===== src/rtl/pipe_pkg.sv =====
`default_nettype none
// ============================================================================
//  Module      : pipe_pkg
//  Description : Shared definitions for the pipeline hazard controller:
//                forwarding source codes, the "operand unused" Tuse code,
//                MDU busy-counter width and default MDU latencies.
//  Revision    : 1.0 - initial release
// ============================================================================
package pipe_pkg;

    // Operand source selection for the decode stage
    typedef enum logic [1:0] {
        FWD_RF = 2'd0,
        FWD_E  = 2'd1,
        FWD_M  = 2'd2,
        FWD_W  = 2'd3
    } fwd_src_e;

    // Tuse value meaning "this operand is not read by the instruction"
    localparam logic [1:0] TUSE_NONE = 2'd3;

    // Default MDU busy lengths (cycles of md_busy after a start)
    localparam int MULT_CYC_DEFAULT = 5;
    localparam int DIV_CYC_DEFAULT  = 10;

    // Width of the MDU busy counter
    localparam int MDU_CNT_W = 4;

endpackage : pipe_pkg
`default_nettype wire


===== src/rtl/pipe_hazard_ctrl_if.sv =====
`default_nettype none
// ============================================================================
//  Module      : pipe_hazard_ctrl_if
//  Description : Bundle between the pipeline datapath and the hazard
//                controller. The master side (pipeline) drives the stage
//                register/Tuse/Tnew information and MDU events; the slave
//                side (hazard controller) returns stall/flush/forwarding
//                selects and the MDU busy flag.
//  Ports       : D_rs_addr/D_rt_addr, D_rs_tuse/D_rt_tuse,
//                E_A3/M_A3/W_A3, E_regwe/M_regwe/W_regwe, E_tnew/M_tnew,
//                D_md_use, E_md_start, E_md_div            (master -> slave)
//                stall, E_flush, fwd_rs, fwd_rt, md_busy    (slave -> master)
//  Revision    : 1.0 - initial release
// ============================================================================
interface pipe_hazard_ctrl_if;

    logic [4:0] D_rs_addr;
    logic [4:0] D_rt_addr;
    logic [1:0] D_rs_tuse;
    logic [1:0] D_rt_tuse;
    logic [4:0] E_A3;
    logic [4:0] M_A3;
    logic [4:0] W_A3;
    logic       E_regwe;
    logic       M_regwe;
    logic       W_regwe;
    logic [1:0] E_tnew;
    logic [1:0] M_tnew;
    logic       D_md_use;
    logic       E_md_start;
    logic       E_md_div;

    logic       stall;
    logic       E_flush;
    logic [1:0] fwd_rs;
    logic [1:0] fwd_rt;
    logic       md_busy;

    modport master (
        output D_rs_addr, D_rt_addr, D_rs_tuse, D_rt_tuse,
        output E_A3, M_A3, W_A3, E_regwe, M_regwe, W_regwe,
        output E_tnew, M_tnew, D_md_use, E_md_start, E_md_div,
        input  stall, E_flush, fwd_rs, fwd_rt, md_busy
    );

    modport slave (
        input  D_rs_addr, D_rt_addr, D_rs_tuse, D_rt_tuse,
        input  E_A3, M_A3, W_A3, E_regwe, M_regwe, W_regwe,
        input  E_tnew, M_tnew, D_md_use, E_md_start, E_md_div,
        output stall, E_flush, fwd_rs, fwd_rt, md_busy
    );

endinterface : pipe_hazard_ctrl_if
`default_nettype wire


===== src/rtl/fwd_sel.sv =====
`default_nettype none
// ============================================================================
//  Module      : fwd_sel
//  Description : Per-operand hazard logic. Detects producer matches in the
//                E, M and W stages, raises a data stall when the producer
//                cannot deliver before the operand is needed, and picks the
//                youngest ready forwarding source (E > M > W > RF).
//  Ports       : addr_i, tuse_i            - decode operand and its Tuse
//                e_/m_/w_ a3_i, regwe_i    - stage destination and write enable
//                e_tnew_i, m_tnew_i        - stage result readiness
//                fwd_o                     - forwarding select
//                stall_o                   - data hazard stall for this operand
//  Revision    : 1.0 - initial release
// ============================================================================
module fwd_sel
    import pipe_pkg::*;
(
    input  wire logic [4:0] addr_i,
    input  wire logic [1:0] tuse_i,
    input  wire logic [4:0] e_a3_i,
    input  wire logic       e_regwe_i,
    input  wire logic [1:0] e_tnew_i,
    input  wire logic [4:0] m_a3_i,
    input  wire logic       m_regwe_i,
    input  wire logic [1:0] m_tnew_i,
    input  wire logic [4:0] w_a3_i,
    input  wire logic       w_regwe_i,
    output logic      [1:0] fwd_o,
    output logic            stall_o
);

    logic w_nonzero;
    logic w_e_match;
    logic w_m_match;
    logic w_w_match;

    // $zero is hard-wired, so it can neither be a hazard nor a forward target
    assign w_nonzero = (addr_i != 5'd0);
    assign w_e_match = w_nonzero && (addr_i == e_a3_i) && e_regwe_i;
    assign w_m_match = w_nonzero && (addr_i == m_a3_i) && m_regwe_i;
    assign w_w_match = w_nonzero && (addr_i == w_a3_i) && w_regwe_i;

    // A not-yet-ready E producer shadows nothing: the chain falls through
    // to M/W, but the stall below holds D until E's value becomes usable.
    always_comb begin
        fwd_o = FWD_RF;
        if (w_e_match && (e_tnew_i == 2'd0)) begin
            fwd_o = FWD_E;
        end else if (w_m_match && (m_tnew_i == 2'd0)) begin
            fwd_o = FWD_M;
        end else if (w_w_match) begin
            fwd_o = FWD_W;
        end
    end

    // Tnew is at most 3, so an unused operand (Tuse = 3) never stalls
    assign stall_o = (tuse_i != TUSE_NONE) &&
                     ((w_e_match && (e_tnew_i > tuse_i)) ||
                      (w_m_match && (m_tnew_i > tuse_i)));

endmodule : fwd_sel
`default_nettype wire


===== src/rtl/pipe_hazard_ctrl.sv =====
`default_nettype none
// ============================================================================
//  Module      : pipe_hazard_ctrl
//  Description : Pipeline hazard controller. Combines the rs/rt data stalls
//                from two fwd_sel instances with an optional MDU busy
//                tracker into stall/E_flush, and reports forwarding selects.
//                Build option: define PIPE_HAZARD_MDU_EN to include the MDU
//                busy counter and MDU stall; otherwise md_busy is tied low
//                and the MDU inputs are ignored.
//  Ports       : clk   - rising-edge clock
//                reset - synchronous, active-high reset
//                hz    - pipe_hazard_ctrl_if.slave bundle
//  Revision    : 1.0 - initial release
// ============================================================================
module pipe_hazard_ctrl #(
    parameter int MULT_CYC = pipe_pkg::MULT_CYC_DEFAULT,
    parameter int DIV_CYC  = pipe_pkg::DIV_CYC_DEFAULT
) (
    input wire logic          clk,
    input wire logic          reset,
    pipe_hazard_ctrl_if.slave hz
);

    import pipe_pkg::*;

    logic [1:0] w_fwd_rs;
    logic [1:0] w_fwd_rt;
    logic       w_rs_stall;
    logic       w_rt_stall;
    logic       w_md_stall;
    logic       w_md_busy;
    logic       w_stall;

    fwd_sel u_fwd_rs (
        .addr_i    (hz.D_rs_addr),
        .tuse_i    (hz.D_rs_tuse),
        .e_a3_i    (hz.E_A3),
        .e_regwe_i (hz.E_regwe),
        .e_tnew_i  (hz.E_tnew),
        .m_a3_i    (hz.M_A3),
        .m_regwe_i (hz.M_regwe),
        .m_tnew_i  (hz.M_tnew),
        .w_a3_i    (hz.W_A3),
        .w_regwe_i (hz.W_regwe),
        .fwd_o     (w_fwd_rs),
        .stall_o   (w_rs_stall)
    );

    fwd_sel u_fwd_rt (
        .addr_i    (hz.D_rt_addr),
        .tuse_i    (hz.D_rt_tuse),
        .e_a3_i    (hz.E_A3),
        .e_regwe_i (hz.E_regwe),
        .e_tnew_i  (hz.E_tnew),
        .m_a3_i    (hz.M_A3),
        .m_regwe_i (hz.M_regwe),
        .m_tnew_i  (hz.M_tnew),
        .w_a3_i    (hz.W_A3),
        .w_regwe_i (hz.W_regwe),
        .fwd_o     (w_fwd_rt),
        .stall_o   (w_rt_stall)
    );

`ifdef PIPE_HAZARD_MDU_EN
    localparam logic [MDU_CNT_W-1:0] MULT_LOAD = MDU_CNT_W'(MULT_CYC);
    localparam logic [MDU_CNT_W-1:0] DIV_LOAD  = MDU_CNT_W'(DIV_CYC);

    logic [MDU_CNT_W-1:0] cnt_q;
    logic [MDU_CNT_W-1:0] cnt_d;

    // A start is accepted when idle, or on the last busy cycle (count = 1)
    // so back-to-back operations leave no idle gap. Any other start while
    // busy is dropped and does not extend the current count.
    always_comb begin
        cnt_d = cnt_q;
        if (hz.E_md_start && (cnt_q <= MDU_CNT_W'(1))) begin
            cnt_d = hz.E_md_div ? DIV_LOAD : MULT_LOAD;
        end else if (cnt_q != '0) begin
            cnt_d = cnt_q - MDU_CNT_W'(1);
        end
    end

    always_ff @(posedge clk) begin
        if (reset) begin
            cnt_q <= '0;
        end else begin
            cnt_q <= cnt_d;
        end
    end

    assign w_md_busy  = (cnt_q != '0);
    // An MDU access in D must also wait for a start that is only now in E
    assign w_md_stall = hz.D_md_use && (w_md_busy || hz.E_md_start);
`else
    logic w_md_unused;

    assign w_md_unused = ^{clk, hz.D_md_use, hz.E_md_start, hz.E_md_div};
    assign w_md_busy   = 1'b0;
    assign w_md_stall  = 1'b0;
`endif

    // Outputs are forced quiet while reset is held
    assign w_stall    = w_rs_stall || w_rt_stall || w_md_stall;
    assign hz.stall   = !reset && w_stall;
    assign hz.E_flush = !reset && w_stall;
    assign hz.fwd_rs  = reset ? FWD_RF : w_fwd_rs;
    assign hz.fwd_rt  = reset ? FWD_RF : w_fwd_rt;
    assign hz.md_busy = !reset && w_md_busy;

endmodule : pipe_hazard_ctrl
`default_nettype wire


===== src/flat_wrapper.sv =====
// flat-port wrapper written by rule: the top's interface ports become plain ports
module pipe_hazard_ctrl_flat import pipe_pkg::*;
#(
    parameter int MULT_CYC = pipe_pkg::MULT_CYC_DEFAULT,
    parameter int DIV_CYC  = pipe_pkg::DIV_CYC_DEFAULT
)
  (clk, reset, hz_D_rs_addr, hz_D_rt_addr, hz_D_rs_tuse, hz_D_rt_tuse, hz_E_A3, hz_M_A3, hz_W_A3, hz_E_regwe, hz_M_regwe, hz_W_regwe, hz_E_tnew, hz_M_tnew, hz_D_md_use, hz_E_md_start, hz_E_md_div, hz_stall, hz_E_flush, hz_fwd_rs, hz_fwd_rt, hz_md_busy);
  pipe_hazard_ctrl_if hz_i ();
  input wire logic clk;
  input wire logic reset;
  input wire logic [$bits(hz_i.D_rs_addr)-1:0] hz_D_rs_addr;
  input wire logic [$bits(hz_i.D_rt_addr)-1:0] hz_D_rt_addr;
  input wire logic [$bits(hz_i.D_rs_tuse)-1:0] hz_D_rs_tuse;
  input wire logic [$bits(hz_i.D_rt_tuse)-1:0] hz_D_rt_tuse;
  input wire logic [$bits(hz_i.E_A3)-1:0] hz_E_A3;
  input wire logic [$bits(hz_i.M_A3)-1:0] hz_M_A3;
  input wire logic [$bits(hz_i.W_A3)-1:0] hz_W_A3;
  input wire logic [$bits(hz_i.E_regwe)-1:0] hz_E_regwe;
  input wire logic [$bits(hz_i.M_regwe)-1:0] hz_M_regwe;
  input wire logic [$bits(hz_i.W_regwe)-1:0] hz_W_regwe;
  input wire logic [$bits(hz_i.E_tnew)-1:0] hz_E_tnew;
  input wire logic [$bits(hz_i.M_tnew)-1:0] hz_M_tnew;
  input wire logic [$bits(hz_i.D_md_use)-1:0] hz_D_md_use;
  input wire logic [$bits(hz_i.E_md_start)-1:0] hz_E_md_start;
  input wire logic [$bits(hz_i.E_md_div)-1:0] hz_E_md_div;
  output wire logic [$bits(hz_i.stall)-1:0] hz_stall;
  output wire logic [$bits(hz_i.E_flush)-1:0] hz_E_flush;
  output wire logic [$bits(hz_i.fwd_rs)-1:0] hz_fwd_rs;
  output wire logic [$bits(hz_i.fwd_rt)-1:0] hz_fwd_rt;
  output wire logic [$bits(hz_i.md_busy)-1:0] hz_md_busy;
  assign hz_i.D_rs_addr = hz_D_rs_addr;
  assign hz_i.D_rt_addr = hz_D_rt_addr;
  assign hz_i.D_rs_tuse = hz_D_rs_tuse;
  assign hz_i.D_rt_tuse = hz_D_rt_tuse;
  assign hz_i.E_A3 = hz_E_A3;
  assign hz_i.M_A3 = hz_M_A3;
  assign hz_i.W_A3 = hz_W_A3;
  assign hz_i.E_regwe = hz_E_regwe;
  assign hz_i.M_regwe = hz_M_regwe;
  assign hz_i.W_regwe = hz_W_regwe;
  assign hz_i.E_tnew = hz_E_tnew;
  assign hz_i.M_tnew = hz_M_tnew;
  assign hz_i.D_md_use = hz_D_md_use;
  assign hz_i.E_md_start = hz_E_md_start;
  assign hz_i.E_md_div = hz_E_md_div;
  assign hz_stall = hz_i.stall;
  assign hz_E_flush = hz_i.E_flush;
  assign hz_fwd_rs = hz_i.fwd_rs;
  assign hz_fwd_rt = hz_i.fwd_rt;
  assign hz_md_busy = hz_i.md_busy;
  pipe_hazard_ctrl #(.MULT_CYC(MULT_CYC), .DIV_CYC(DIV_CYC)) u_core (.clk(clk), .reset(reset), .hz(hz_i));
endmodule

===== config.mk =====
export PLATFORM = sky130hd
export DESIGN_NAME = pipe_hazard_ctrl_flat
export DESIGN_NICKNAME = d
export VERILOG_FILES = /design/src/rtl/pipe_pkg.sv /design/src/rtl/pipe_hazard_ctrl_if.sv /design/src/rtl/fwd_sel.sv /design/src/rtl/pipe_hazard_ctrl.sv /design/src/flat_wrapper.sv
export SDC_FILE = /design/constraint.sdc
export NUM_CORES = 1
export LEC_CHECK = 0
export BUFFER_PORTS_ARGS = -buffer_cell sky130_fd_sc_hd__buf_4
export CORE_ASPECT_RATIO = 1.1
export CORE_MARGIN = 2
export CORE_UTILIZATION = 41
export DETAILED_ROUTE_END_ITERATION = 6
export PLACE_DENSITY = 0.85
export SLEW_MARGIN = 0
export SYNTH_ARGS = -nofsm -noshare
export SYNTH_HDL_FRONTEND = slang
export SYNTH_HIERARCHICAL = 1
export SYNTH_SLANG_ARGS = --single-unit

===== constraint.sdc =====
create_clock -name vclk -period 1.3
set_input_delay 0.065 -clock vclk [all_inputs]
set_output_delay 0.065 -clock vclk [all_outputs]
set_load 0.005 [all_outputs]

==> results.cfg, run 1 <==
[run_status]
status = finished, violations left
violations = setup timing

[layout]
seq_area_um2 = 0
final_core_util_pct = 79.7
diodes = 0
layout.nets = 215
area_delta_synth_final_pct = 84.8
fin_area_mm2 = 0.00140
drive_gt1_share_pct = 52.4
n_clock_buffer = 0
n_sequential_cell = 0

[clock_network]
holdBufCountCts = 0

[synth]
syn_nets = 151
syn-instance-count = 102
yosys.cell_types.count = 26
netlist_top_cells_area = xnor2_1 (18%), ha_1 (13%), xor2_1 (9.2%), inv_1 (6.9%), nor2b_1 (4.9%)
synth_top_family_by_area = simple AND/OR/NAND/NOR gates
synthSimpleGateAreaFrac_pct = 30.0
seq_area_frac_synth_pct = 0
syn_area_per_cell_um2 = 7.45
synth_fa_ha_area_share_pct = 13.2
netlist_area_um2 = 759
synth.top_cell.area_share_pct = 18.5
synth_xor_area_share_pct = 27.7
yosys.area.top_type = xnor2_1
synth_compound_area_share_pct = 19.8
yosys_warnings = 6
synthMuxAreaShare_pct = 0

[global_routing]
grt_max_degree = 6
antenna_found_initial = 0
grt_pass1_vias = 1150
grt_pass1_wl_um = 4590
grt.total_usage_pct = 26.8
grt-ovfl-total = 0

[timing]
setup_viol = 6
final_hold_viol_count = 0
fmax_mhz = 635
finalCritPeriodShare_pct = 121
rsz0062_at_grt = yes
drv_slew = 0
min_period_ps = 1570
layout_setup_ws_ps = -275
hold_ws_ps = 397

[placed_design]
dp_slack_ps = -304
gp_congestion = 0.940
placed_cell_area_mm2 = 0.00126
io_buffers = 43
dp_hpwl_um = 2280

[setup_path]
cp_num_buf_inv = 2
crit_family = simple AND/OR/NAND/NOR gates
critPathRequiredTime_ps = 1240
cpPeakStageDelay_ps = 450
cp.depth = 8
cpMostUsedCell = buf_6
worstSetupEndpointType = output pin
worstPathArrival_ps = 1510
worstPathMaxFanout = 4
worstSetupStartpointType = primary input
path_cells = buf_6 -> xnor2_1 -> nand4_1 -> or4_4 -> nor3_4 -> a21o_1 -> nor2b_4 -> buf_6
cp_slowest_cell = or4_4
path_class = primary input to output pin

[pwr]
powerDensity_mw_per_mm2 = 305
p_leak_nw = 0.681
vdd_ir_drop_max_mv = 0.207

[routing]
ant_nets = 0
wire_per_inst_um = 15.9
num_vias = 1026
drt_iter0_drc = 17
routed_wl_um = 2890
remaining_drc_errors = 0
first_pass_iters = 4
via_per_inst = 5.64

[die]
die_h_um = 49.1
ios = 48
die-area_mm2 = 0.00221
rows = 16
die_w_um = 45.0
initial_core_util_pct = 43.1
core_mm2 = 0.00176

[job]
drv_cap = 0

[worst_hold_path]
worstHoldPathCells = 3
hp-class = primary input to output pin
layer usage:
| layer | part of all wire (%) | GRT usage, % | vias up |
|---|---|---|---|
| met5 | 0 | 0 | - |
| met4 | 2.6 | 9.80 | 0 |
| met3 | 7.7 | 3.33 | 8 |
| met2 | 56 | 54.3 | 56 |
| met1 | 33 | 25.1 | 478 |
| li1 | - | - | 484 |
through the flow:
stage,setup TNS [ps],instances,total power [mW]
3_3_place_gp,-1470,181,0.354
3_5_place_dp,-1690,181,0.371
2_1_floorplan,0,102,0.156
6_report,-1540,182,0.429
4_1_cts,-1120,182,0.398
5_1_grt,-1740,182,0.464
synthesized netlist by cell type, drive strengths merged:
cell / count
o21ba: 1
conb: 1
nor3: 2
a21oi: 6
inv: 14
nand2b: 2
nor2: 6
nand2: 4
or2b: 2
nand4: 4
buf: 2
nor2b: 6
xor2: 8
xnor2: 16
a21o: 2
ha: 8
a221oi: 2
o2111ai: 2
or4: 4
a221o: 4
o2bb2ai: 2
nor4: 4
kinds of logic after synthesis:
| family | count (synthesis) |
|---|---|
| xor gates and xnor gates | 24 |
| AOI/OAI and AO/OA | 19 |
| buffers and inverters | 16 |
| adders and majority gates | 8 |
| and+or+nand+nor | 34 |
| other | 1 |
report_power, final:
part,switching (mW),internal (mW)
registers,0,0
clock network,0,0
logic,0.189,0.239
layout by cell type (no fill, tap or decap), types with 3 or more instances in the layout:
cell type / count
nand2_1: 3
xnor2_1: 10
nand4_1: 4
ha_1: 8
inv_1: 14
a21oi_1: 6
nor2b_1: 5
xnor2_2: 6
nor2_1: 4
or4_4: 4
buf_6: 7
xor2_1: 8
buf_4: 55
repair_timing:
action,CTS,global route
cloned,0,0
pin swaps,11,2
gates resized for setup,14,12
buffers inserted,1,0
setup endpoints to repair,6,6
path summary, 6_finish.rpt:
path,start,to
max,hz_D_rt_addr[0],hz_fwd_rt[0]
min,reset,hz_fwd_rt[0]
final cells by class:
cell class                 instances  area [µm²]
multi-input combinational         86         807
timing repair buffer              64         522
fill                             124         358
inverter                          14        52.6
tap                               18        22.5
(Power assumes the default switching activity.)
==> run 2, diff against run 1 <==
Settings changed: GPL_TIMING_DRIVEN set to 0.
==> results.cfg, run 2 (synthesis gave the netlist of run 1 again) <==
[timing]
rsz0062_at_grt = yes
final_hold_viol_count = 0
fmax_mhz = 621
fin_setup_tns_ps = -1480
finalCritPeriodShare_pct = 124
drv_slew = 0
layout_setup_ws_ps = -311
min_period_ps = 1610
hold_ws_ps = 425
setup_viol = 6

[routing]
drt_iter0_drc = 14
via_per_inst = 5.76
num_vias = 962
routed_wl_um = 2700
wire_per_inst_um = 16.1
ant_nets = 0
remaining_drc_errors = 0
first_pass_iters = 4

[setup_path]
worstPathArrival_ps = 1550
cp.depth = 8
worstPathMaxFanout = 4
crit_family = simple AND/OR/NAND/NOR gates
path_cells = buf_8 -> or4_4 -> nor2_4 -> or4_4 -> o2bb2ai_4 -> o21ba_4 -> buf_4 -> buf_6
critPathRequiredTime_ps = 1240
cpMostUsedCell = or4_4
worstSetupEndpointType = output pin
cp_slowest_cell = or4_4
path_class = primary input to output pin
cp_num_buf_inv = 3
worstSetupStartpointType = primary input
cpPeakStageDelay_ps = 540

[layout]
stdcell_count = 167
layout_commonest_cell = buf_4
fin_area_mm2 = 0.00133
most-common-layout-cells = buf_4 (38), inv_1 (14), xnor2_1 (12)
area_delta_synth_final_pct = 75.0
diodes = 0
seq_area_um2 = 0
n_clock_buffer = 0
drive_gt1_share_pct = 49.0
nFillCells = 140
n_sequential_cell = 0
layout.nets = 200
multi_input_comb_area_um2 = 833

[die]
initial_core_util_pct = 43.1
die-area_mm2 = 0.00221
die_w_um = 45.0
core_mm2 = 0.00176
die_h_um = 49.1
rows = 16
ios = 48

[placed_design]
gp_congestion = 0.812
dp_hpwl_um = 1990
io_buffers = 43
placed_cell_area_mm2 = 0.00113
placedCellCount = 163

[global_routing]
antenna_found_initial = 0
use_met3_pct = 2.22
use_met2_pct = 45.7
grt_max_degree = 6
grt.total_usage_pct = 23.9
grt-ovfl-total = 0
grt_pass1_vias = 1011
grt_pass1_wl_um = 4220
gr-max-usage-layer = met2
grtUsageMet1_pct = 26.5

[pwr]
vdd_ir_drop_max_mv = 0.223
p_leak_nw = 0.613
powerDensity_mw_per_mm2 = 302
p_total_uw = 401

[worst_hold_path]
worstHoldPathCells = 3
hp-class = primary input to output pin

[run_status]
status = finished, violations left
violations = setup timing

[job]
drv_cap = 0
-- run 2: cell count changes in the layout (fill, tap and decap cells not counted), sizes merged --
cell  previous run  this run
buf             64        49
-- run 2: final timing paths --
path                             from            to  slack (ps)
worst max-delay path  hz_D_rt_addr[4]      hz_stall        -310
worst min-delay path            reset  hz_fwd_rt[0]         430
-- run 2: layout make-up --
cell class / count / share of cell area (%)
multi-input combinational: 86 / 62.7
timing repair buffer: 47 / 30.5
tap: 18 / 1.69
inverter: 14 / 3.95
buffer: 2 / 1.13
-- run 2: metrics by stage --
step           util (%)  worst slack (ps)
4_1_cts            69.7              -292
3_3_place_gp       64.1              -316
3_5_place_dp       64.1              -350
5_1_grt            75.4              -347
6_report           75.4              -311
2_1_floorplan         -              1.27
-- run 2: where the power goes --
part / internal, mW / leakage, nW / switching [mW]
clock network: 0 / 0 / 0
registers: 0 / 0 / 0
logic: 0.214 / 0.613 / 0.187
total: 0.214 / 0.613 / 0.187
-- run 2: metal layers --
metal	wire, µm	share of wire [%]
met5	0	0
met4	70	2.6
met3	178	6.6
met2	1490	55
met1	952	35
-- run 2: worst min-delay path, delay by kind of cell --
kind | cells | cell delay (ps)
buf+inv | 2 | 240
simple gates | 1 | 50
-- run 2: repair_timing --
item	4_1_cts	5_1_grt
setup endpoints to repair	6	6
setup buffers	2	2
gates resized for setup	15	15
hold buffers	0	0
cloned	0	0
pin swaps	12	8
